`config.mk`:
```
export PLATFORM = sky130hd
export DESIGN_NAME = pe_result_collector
export DESIGN_NICKNAME = d
export VERILOG_FILES = /design/src/rtl/pe_result_collector.sv
export SDC_FILE = /design/constraint.sdc
export NUM_CORES = 1
export LEC_CHECK = 0
export CORE_MARGIN = 1
export CORE_UTILIZATION = 41
export CTS_BUF_LIST = sky130_fd_sc_hd__clkbuf_4
export DETAILED_ROUTE_END_ITERATION = 6
export GPL_ROUTABILITY_DRIVEN = 0
export SYNTH_ARGS = -nofsm -noshare
export SYNTH_HDL_FRONTEND = slang
export SYNTH_SLANG_ARGS = --single-unit
```
`constraint.sdc`:
```
create_clock -name clk -period 6.9 [get_ports clk]
set_input_delay 1.38 -clock clk [delete_from_list [all_inputs] [get_ports clk]]
set_output_delay 1.38 -clock clk [all_outputs]
set_load 0.01 [all_outputs]
```
`src/rtl/pe_result_collector.sv`:
```
// Sequences a systolic PE array through accumulate and shift phases, then
// collects the N shifted-out results into a FIFO and streams them downstream.
module pe_result_collector #(
   parameter int N      = 4,
   parameter int DATA_W = 8
) (
   input  logic              clk,
   input  logic              rst,
   input  logic              start,
   input  logic [7:0]        k_len,
   output logic              mode_out,
   input  logic [DATA_W-1:0] chain_in,
   output logic [DATA_W-1:0] out_data,
   output logic              out_valid,
   input  logic              out_ready,
   output logic              out_last,
   output logic              busy,
   output logic              done
);

   localparam int PTR_W = $clog2(N);
   localparam int CNT_W = $clog2(N + 1);
   localparam logic [PTR_W-1:0] LAST_IDX = PTR_W'(N - 1);

   typedef enum logic [1:0] {IDLE, COMPUTE, DRAIN, FLUSH} state_t;

   state_t            state, state_nxt;
   logic [7:0]        k_cnt, k_cnt_nxt;
   logic [PTR_W-1:0]  d_cnt, d_cnt_nxt;
   logic [PTR_W-1:0]  p_cnt, p_cnt_nxt;
   logic [PTR_W-1:0]  wptr, wptr_nxt;
   logic [PTR_W-1:0]  rptr, rptr_nxt;
   logic [CNT_W-1:0]  fill, fill_nxt, fill_after_pop;
   logic [DATA_W-1:0] mem [N];
   logic [DATA_W-1:0] data_nxt;
   logic              push, pop;
   logic              mode_nxt, busy_nxt, done_nxt, valid_nxt, last_nxt;

   // Pointers and per-job counters wrap modulo N, so N need not be a power of two.
   function automatic logic [PTR_W-1:0] wrap_inc(input logic [PTR_W-1:0] p);
      return (p == LAST_IDX) ? '0 : p + 1'b1;
   endfunction

   always_comb begin
      state_nxt = state;
      k_cnt_nxt = k_cnt;
      d_cnt_nxt = d_cnt;
      push      = 1'b0;
      done_nxt  = 1'b0;
      pop       = out_valid & out_ready;

      case (state)
         IDLE: begin
            if (start) begin
               d_cnt_nxt = '0;
               if (k_len != 8'd0) begin
                  state_nxt = COMPUTE;
                  k_cnt_nxt = k_len - 8'd1;
               end else begin
                  state_nxt = DRAIN;
               end
            end
         end
         COMPUTE: begin
            if (k_cnt == 8'd0) state_nxt = DRAIN;
            else               k_cnt_nxt = k_cnt - 8'd1;
         end
         DRAIN: begin
            push = 1'b1;
            if (d_cnt == LAST_IDX) begin
               state_nxt = FLUSH;
               d_cnt_nxt = '0;
            end else begin
               d_cnt_nxt = wrap_inc(d_cnt);
            end
         end
         FLUSH: begin
            if (pop && p_cnt == LAST_IDX) begin
               state_nxt = IDLE;
               done_nxt  = 1'b1;
            end
         end
         default: state_nxt = IDLE;
      endcase

      p_cnt_nxt      = pop  ? wrap_inc(p_cnt) : p_cnt;
      rptr_nxt       = pop  ? wrap_inc(rptr)  : rptr;
      wptr_nxt       = push ? wrap_inc(wptr)  : wptr;
      fill_after_pop = fill - CNT_W'(pop);
      fill_nxt       = fill_after_pop + CNT_W'(push);

      // The output register always mirrors the word the FIFO head will hold next
      // cycle; a word written into an otherwise empty FIFO bypasses the array.
      data_nxt = out_data;
      if (fill_after_pop != '0)  data_nxt = mem[rptr_nxt];
      else if (push)             data_nxt = chain_in;

      valid_nxt = (fill_nxt != '0);
      last_nxt  = valid_nxt && (p_cnt_nxt == LAST_IDX);
      mode_nxt  = (state_nxt == DRAIN);
      busy_nxt  = (state_nxt != IDLE);
   end

   always_ff @(posedge clk) begin
      if (!rst) begin
         state     <= IDLE;
         k_cnt     <= '0;
         d_cnt     <= '0;
         p_cnt     <= '0;
         wptr      <= '0;
         rptr      <= '0;
         fill      <= '0;
         out_data  <= '0;
         out_valid <= 1'b0;
         out_last  <= 1'b0;
         mode_out  <= 1'b0;
         busy      <= 1'b0;
         done      <= 1'b0;
      end else begin
         state     <= state_nxt;
         k_cnt     <= k_cnt_nxt;
         d_cnt     <= d_cnt_nxt;
         p_cnt     <= p_cnt_nxt;
         wptr      <= wptr_nxt;
         rptr      <= rptr_nxt;
         fill      <= fill_nxt;
         out_data  <= data_nxt;
         out_valid <= valid_nxt;
         out_last  <= last_nxt;
         mode_out  <= mode_nxt;
         busy      <= busy_nxt;
         done      <= done_nxt;
      end
   end

   // Storage array has no reset; emptiness is tracked by the pointers and fill count.
   always_ff @(posedge clk) begin
      if (rst && push) mem[wptr] <= chain_in;
   end

endmodule

```
Word-level counts from Yosys, hierarchy flattened
Memories as Yosys holds them, arrays and structs flattened.
Cells that the tools add are included.

word-level totals
  register bits = 34
  RAM bits = 32
  input bits = 20
  memories kept = 1

memory list
  memory  depth  bits a word  read ports  clocked after memory_dff  write ports  line  RTL
  mem     4      8            1           0                         1            34    logic [DATA_W-1:0] mem [N];

cells by class
  $add $sub $neg = 8
  equality and inequality tests = 12
  mux-type cells = 24
  bitwise operators = 1
  reductions and logical operators = 15

operators by type and width
  kind                                                                 number
  8-bit two-way mux                                                    5
  2-bit two-way mux                                                    12
  2-bit == test (second input constant)                                8
  8-bit case mux with 2 select lines                                   1
  8-bit by 1-bit subtractor with 8-bit output (second input constant)  2
  2-bit by 1-bit adder with 2-bit output (second input constant)       4
  8-bit zero test                                                      1
  2-bit case mux with 4 select lines                                   1
  2-bit nonzero test                                                   4
  8-bit nonzero test                                                   1
  2-bit != test (second input constant)                                3
  3-bit nonzero test                                                   2
  1-bit two-way mux                                                    4
  2-bit case mux with 2 select lines                                   1
  2-bit AND reduction                                                  2
  4-bit AND reduction                                                  1
  3-bit by 1-bit adder with 3-bit output                               1
  1-bit logical AND                                                    3
  3-bit by 1-bit subtractor with 3-bit output                          1
  2-bit by 1-bit == test with 1-bit output (second input constant)     1
  2-bit zero test                                                      1
  1-bit bitwise AND                                                    1

Depth between registers and ports, before layout
  word-level depth = 5
  mapped depth = 11
  gate-level depth less buffers = 9

Worst setup path before layout
No wires, ideal clock.

  path kind = in2reg
  start point = in out_ready
  end point = reg out_data[6]
  setup time = 0.132 ns
  arrival = 2.752 ns
  data required time = 6.768 ns
  slack = 4.016 ns
  cell stages on the path = 9
  path buffers = 1
  path through = nand2_1 -> inv_1 -> ha_1 -> ha_1 -> xnor2_1 -> nand3_1 -> clkbuf_1 -> o21ai_0 -> a21oi_1

between the ends
  word-level cells in the longest chain between the ends = 4
  elaborated cells between the ends (all ways) = 7
  classes of those cells = add/sub (1); mux (2); bitwise (1); reduce/logical (2); memory (1)

ends and longest elaborated chain
  item                                                                                     line    RTL
  start: declaration                                                                       15      input logic out_ready,
  1-bit bitwise AND *                                                                      50      pop = out_valid & out_ready;
  3-bit by 1-bit subtractor with 3-bit output / 2-bit two-way mux (equally long branches)  89, 87
  3-bit nonzero test / memory 4 x 8 bit (equally long branches)                            n/a
  8-bit two-way mux / 2-bit nonzero test (equally long branches)                           n/a
  end signal: assignment                                                                   127     out_data <= data_nxt;
  end: declaration                                                                         13      output logic [DATA_W-1:0] out_data,

Every way passes the cells marked *; elsewhere a longest branch is shown, timed or not.
A chain may end at the register's enable or synchronous reset.

Worst setup path after layout
  start point = in out_ready
  end point = reg out_data[5]

Same word-level chain as after synthesis.

==> reports/results.md <==
- **final critical-path required period** 3.30 ns
- **Global Route Usage Sum** 17.2%
- **worst slew pin tran** 1.00 ns
- **kind of capture point of the worst setup path** register
- **Post-synth ARST share** 0%
- **cell area after synthesis** 3030 um2
- **cell area power density** 314 nW/um2
- **area added between synthesis and finish** 17.5%
- **drt first-iter violations** 63
- **total routed wirelength** 5960 um
- **Post-synth EDFFs** 32
- **flip-flop and latch count after synthesis** 66
- **average cell area after synthesis** 10.6 um2
- **number of setup violations in the final report** 0
- **post-route setup TNS** 0 ns
- **final worst-path setup slack** 3.60 ns
- **data arrival time of the worst path** 3.59 ns
- **Yosys top cell by area** edfxtp_1
- **vias per cell** 5.21
- **total number of H-tree levels** 3
- **clock input transition at the sequential cells of the worst setup and hold paths** 0.12 ns
- **standby leakage power** 1.32 nW
- **startpoint of the lowest-slack register-to-register path** state[0]$_SDFF_PN0_
- **net count after synthesis** 317
- **Cell variety after synth** 46
- **maximum number of pins on one net before global-route repair** 22
- **placed cell area** 3410 um2
- **overall overflow remaining after global route** 0
- **Crit Reg-Reg Endpoint** out_last$_SDFF_PN0_
- **number of max-slew violations in the final report** 0
- **Critical Path Start** out_ready
- **proportion of synthesized chip area in sequential cells** 54.2%
- **vias in the first global route** 1,969
- **Chip Height** 87.9 um
- **total clock buffers created by CTS** 9
- **type of the worst setup path** input port to register
- **Top FF cell, synth** dfxtp_1
- **Worst setup endpoint** out_data[5]$_SDFFE_PN0P_
- **Critical Path Fanout Max** 16
- **ratio of cells with drive above 1 in the final layout** 10.3%
- **Detail Route Antenna Nets** 0
- **number of I/O pins** 33
- **count of placed standard cells including taps** 401
- **DRT Pass-1 Iters** 4
- **insertion delay of the later-clocked pin in the worst-skew pair** 0.41 ns
- **most used standard cells in the synthesized netlist** nor2_1, dfxtp_1, edfxtp_1
- **hold depth** 2
- **worst setup skew after layout** 0.0183 ns
- **total number of vias** 2,172
- **core region area** 6940 um2
- **DRC violations left** 0
- **cell count after synthesis** 285
- **hold violation total from the final report** 0
- **placed wire-length estimate after detailed placement** 4080 um
- **fraction of post-synthesis cell area in the top cell type by area** 31.7%
- **final net count** 348
- **total setup buffers inserted after CTS** 0
- **outcome** finished clean
- **Post-Place Worst Slack** 3.19 ns
- **antenna violations before repair** 0
- **launching element type of the critical path** input port
- **area enclosed by the die boundary** 7730 um2
- **clock tree from TritonCTS** yes
- **worst min path class** register to register
- **count of cells along the worst register-to-register path** 7
- **cell types occupying the most area after synthesis** edfxtp_1, dfxtp_1, mux2i_1, nor2_1, ha_1
- **largest vdd supply drop** 0.150 mV
- **WL per Instance** 14.3 um
- **I/O Buffers** 32
- **max-capacitance violation count** 0
- **Required @ worst endpoint** 7.19 ns
- **buffer levels on the longest clock path** 2
- **most common cell in the netlist** nor2_1
- **Initial Util** 43.6%
- **clock root buffer** clkbuf_4
- **global-route wire length before repair** 9770 um
- **internal reg-to-reg setup slack** 4.35 ns
- **achievable clock frequency** 303 MHz
- **non-filler cells in the finished layout** 417
- **area of all placed cells without fillers** 3560 um2
- **worst rel slew slack** 33.0%
- **number of sinks on the clock net** 66
- **core utilization of the finished layout** 51.2%
- **Yosys warning count** 0
- **Placement Rows** 30
- **quantity of hold-fixing buffers added after cts** 0
- **Period Utilization, post-route** 47.8%
- **number of gates resized after cts** 0
- **setup repair after global routing missed its margin** false
- **n_diodes** 0
- **die extent in x** 87.9 um
-- flip-flops by register name, summed over array words and instances, names as in the netlist --
signal     count
busy           1
out_valid      1
mem           32
done           1
out_last       1
state          2
p_cnt          2
out_data       8
k_cnt          8
fill           3
d_cnt          2
wptr           2
mode_out       1
rptr           2
-- logic make-up after synthesis --
family	count (synthesis)	share of synthesized area [%]
and+or+nand+nor	102	16.7
DFF	66	54.2
AOI/OAI and AO/OA	51	10.1
muxes	28	9.71
buffers and inverters	22	3.14
adders and majority gates	12	4.96
xor gates and xnor gates	4	1.16
-- stage by stage --
stage | hold slack (ns) | power, mW
final | 0.490 | 1.12
after CTS | 0.491 | 1.13
after detailed placement | 0.473 | 0.864
after global routing | 0.503 | 1.19
after global placement | 0.461 | 0.859
after floorplan | 0.449 | 0.750
-- worst min-delay path by stage --
| stage | endpoint | slack [ns] | start |
|---|---|---|---|
| floorplan | k_cnt[7]$_SDFFE_PN0P_ | 0.45 | k_cnt[7]$_SDFFE_PN0P_ |
| global placement | d_cnt[1]$_SDFFE_PN0P_ | 0.46 | d_cnt[1]$_SDFFE_PN0P_ |
| detailed placement | d_cnt[1]$_SDFFE_PN0P_ | 0.47 | d_cnt[1]$_SDFFE_PN0P_ |
| CTS | d_cnt[1]$_SDFFE_PN0P_ | 0.49 | d_cnt[1]$_SDFFE_PN0P_ |
| global route | d_cnt[1]$_SDFFE_PN0P_ | 0.50 | d_cnt[1]$_SDFFE_PN0P_ |
| finish | d_cnt[1]$_SDFFE_PN0P_ | 0.49 | d_cnt[1]$_SDFFE_PN0P_ |
-- cell usage in the layout (no fill, tap or decap), types with 9 or more instances in the layout --
cell              n
a21oi_1          22
nand2_1          14
mux2i_1          19
inv_1             9
nor2_1           42
o21ai_0          15
dfxtp_1          34
clkbuf_4          9
ha_1             12
edfxtp_1         32
clkdlybuf4s50_1  32
-- cell type report --
type | count | area (um2)
Timing Repair Buffer | 32 | 320
Fill cell | 622 | 3390
Sequential cell | 66 | 1640
Inverter | 10 | 37.5
Clock inverter | 7 | 78.8
Multi-Input combinational cell | 197 | 1290
Clock buffer | 9 | 67.6
Tap cell | 96 | 120
-- metal layers --
layer	track usage [%]	wire length (um)	part of all wire [%]	up-vias
met4	5.81	65	1.1	0
met1	22.1	2790	47	1027
met2	26.8	2810	47	52
met5	0	0	0	-
li1	-	-	-	1088
met3	6.22	290	4.9	5
-- where the power goes --
| part | switching, mW | internal [mW] |
|---|---|---|
| Combinational | 0.195 | 0.160 |
| Sequential | 0.0387 | 0.461 |
| Clock | 0.149 | 0.113 |
-- critical path: stages --
cell             delay (ns)
clkdlybuf4s50_1        0.46
nand2_1                0.20
inv_1                  0.07
ha_1                   0.19
ha_1                   0.19
xnor2_1                0.24
nand3_1                0.45
o21ai_0                0.34
a21oi_1                0.07
(Power assumes the default switching activity.)
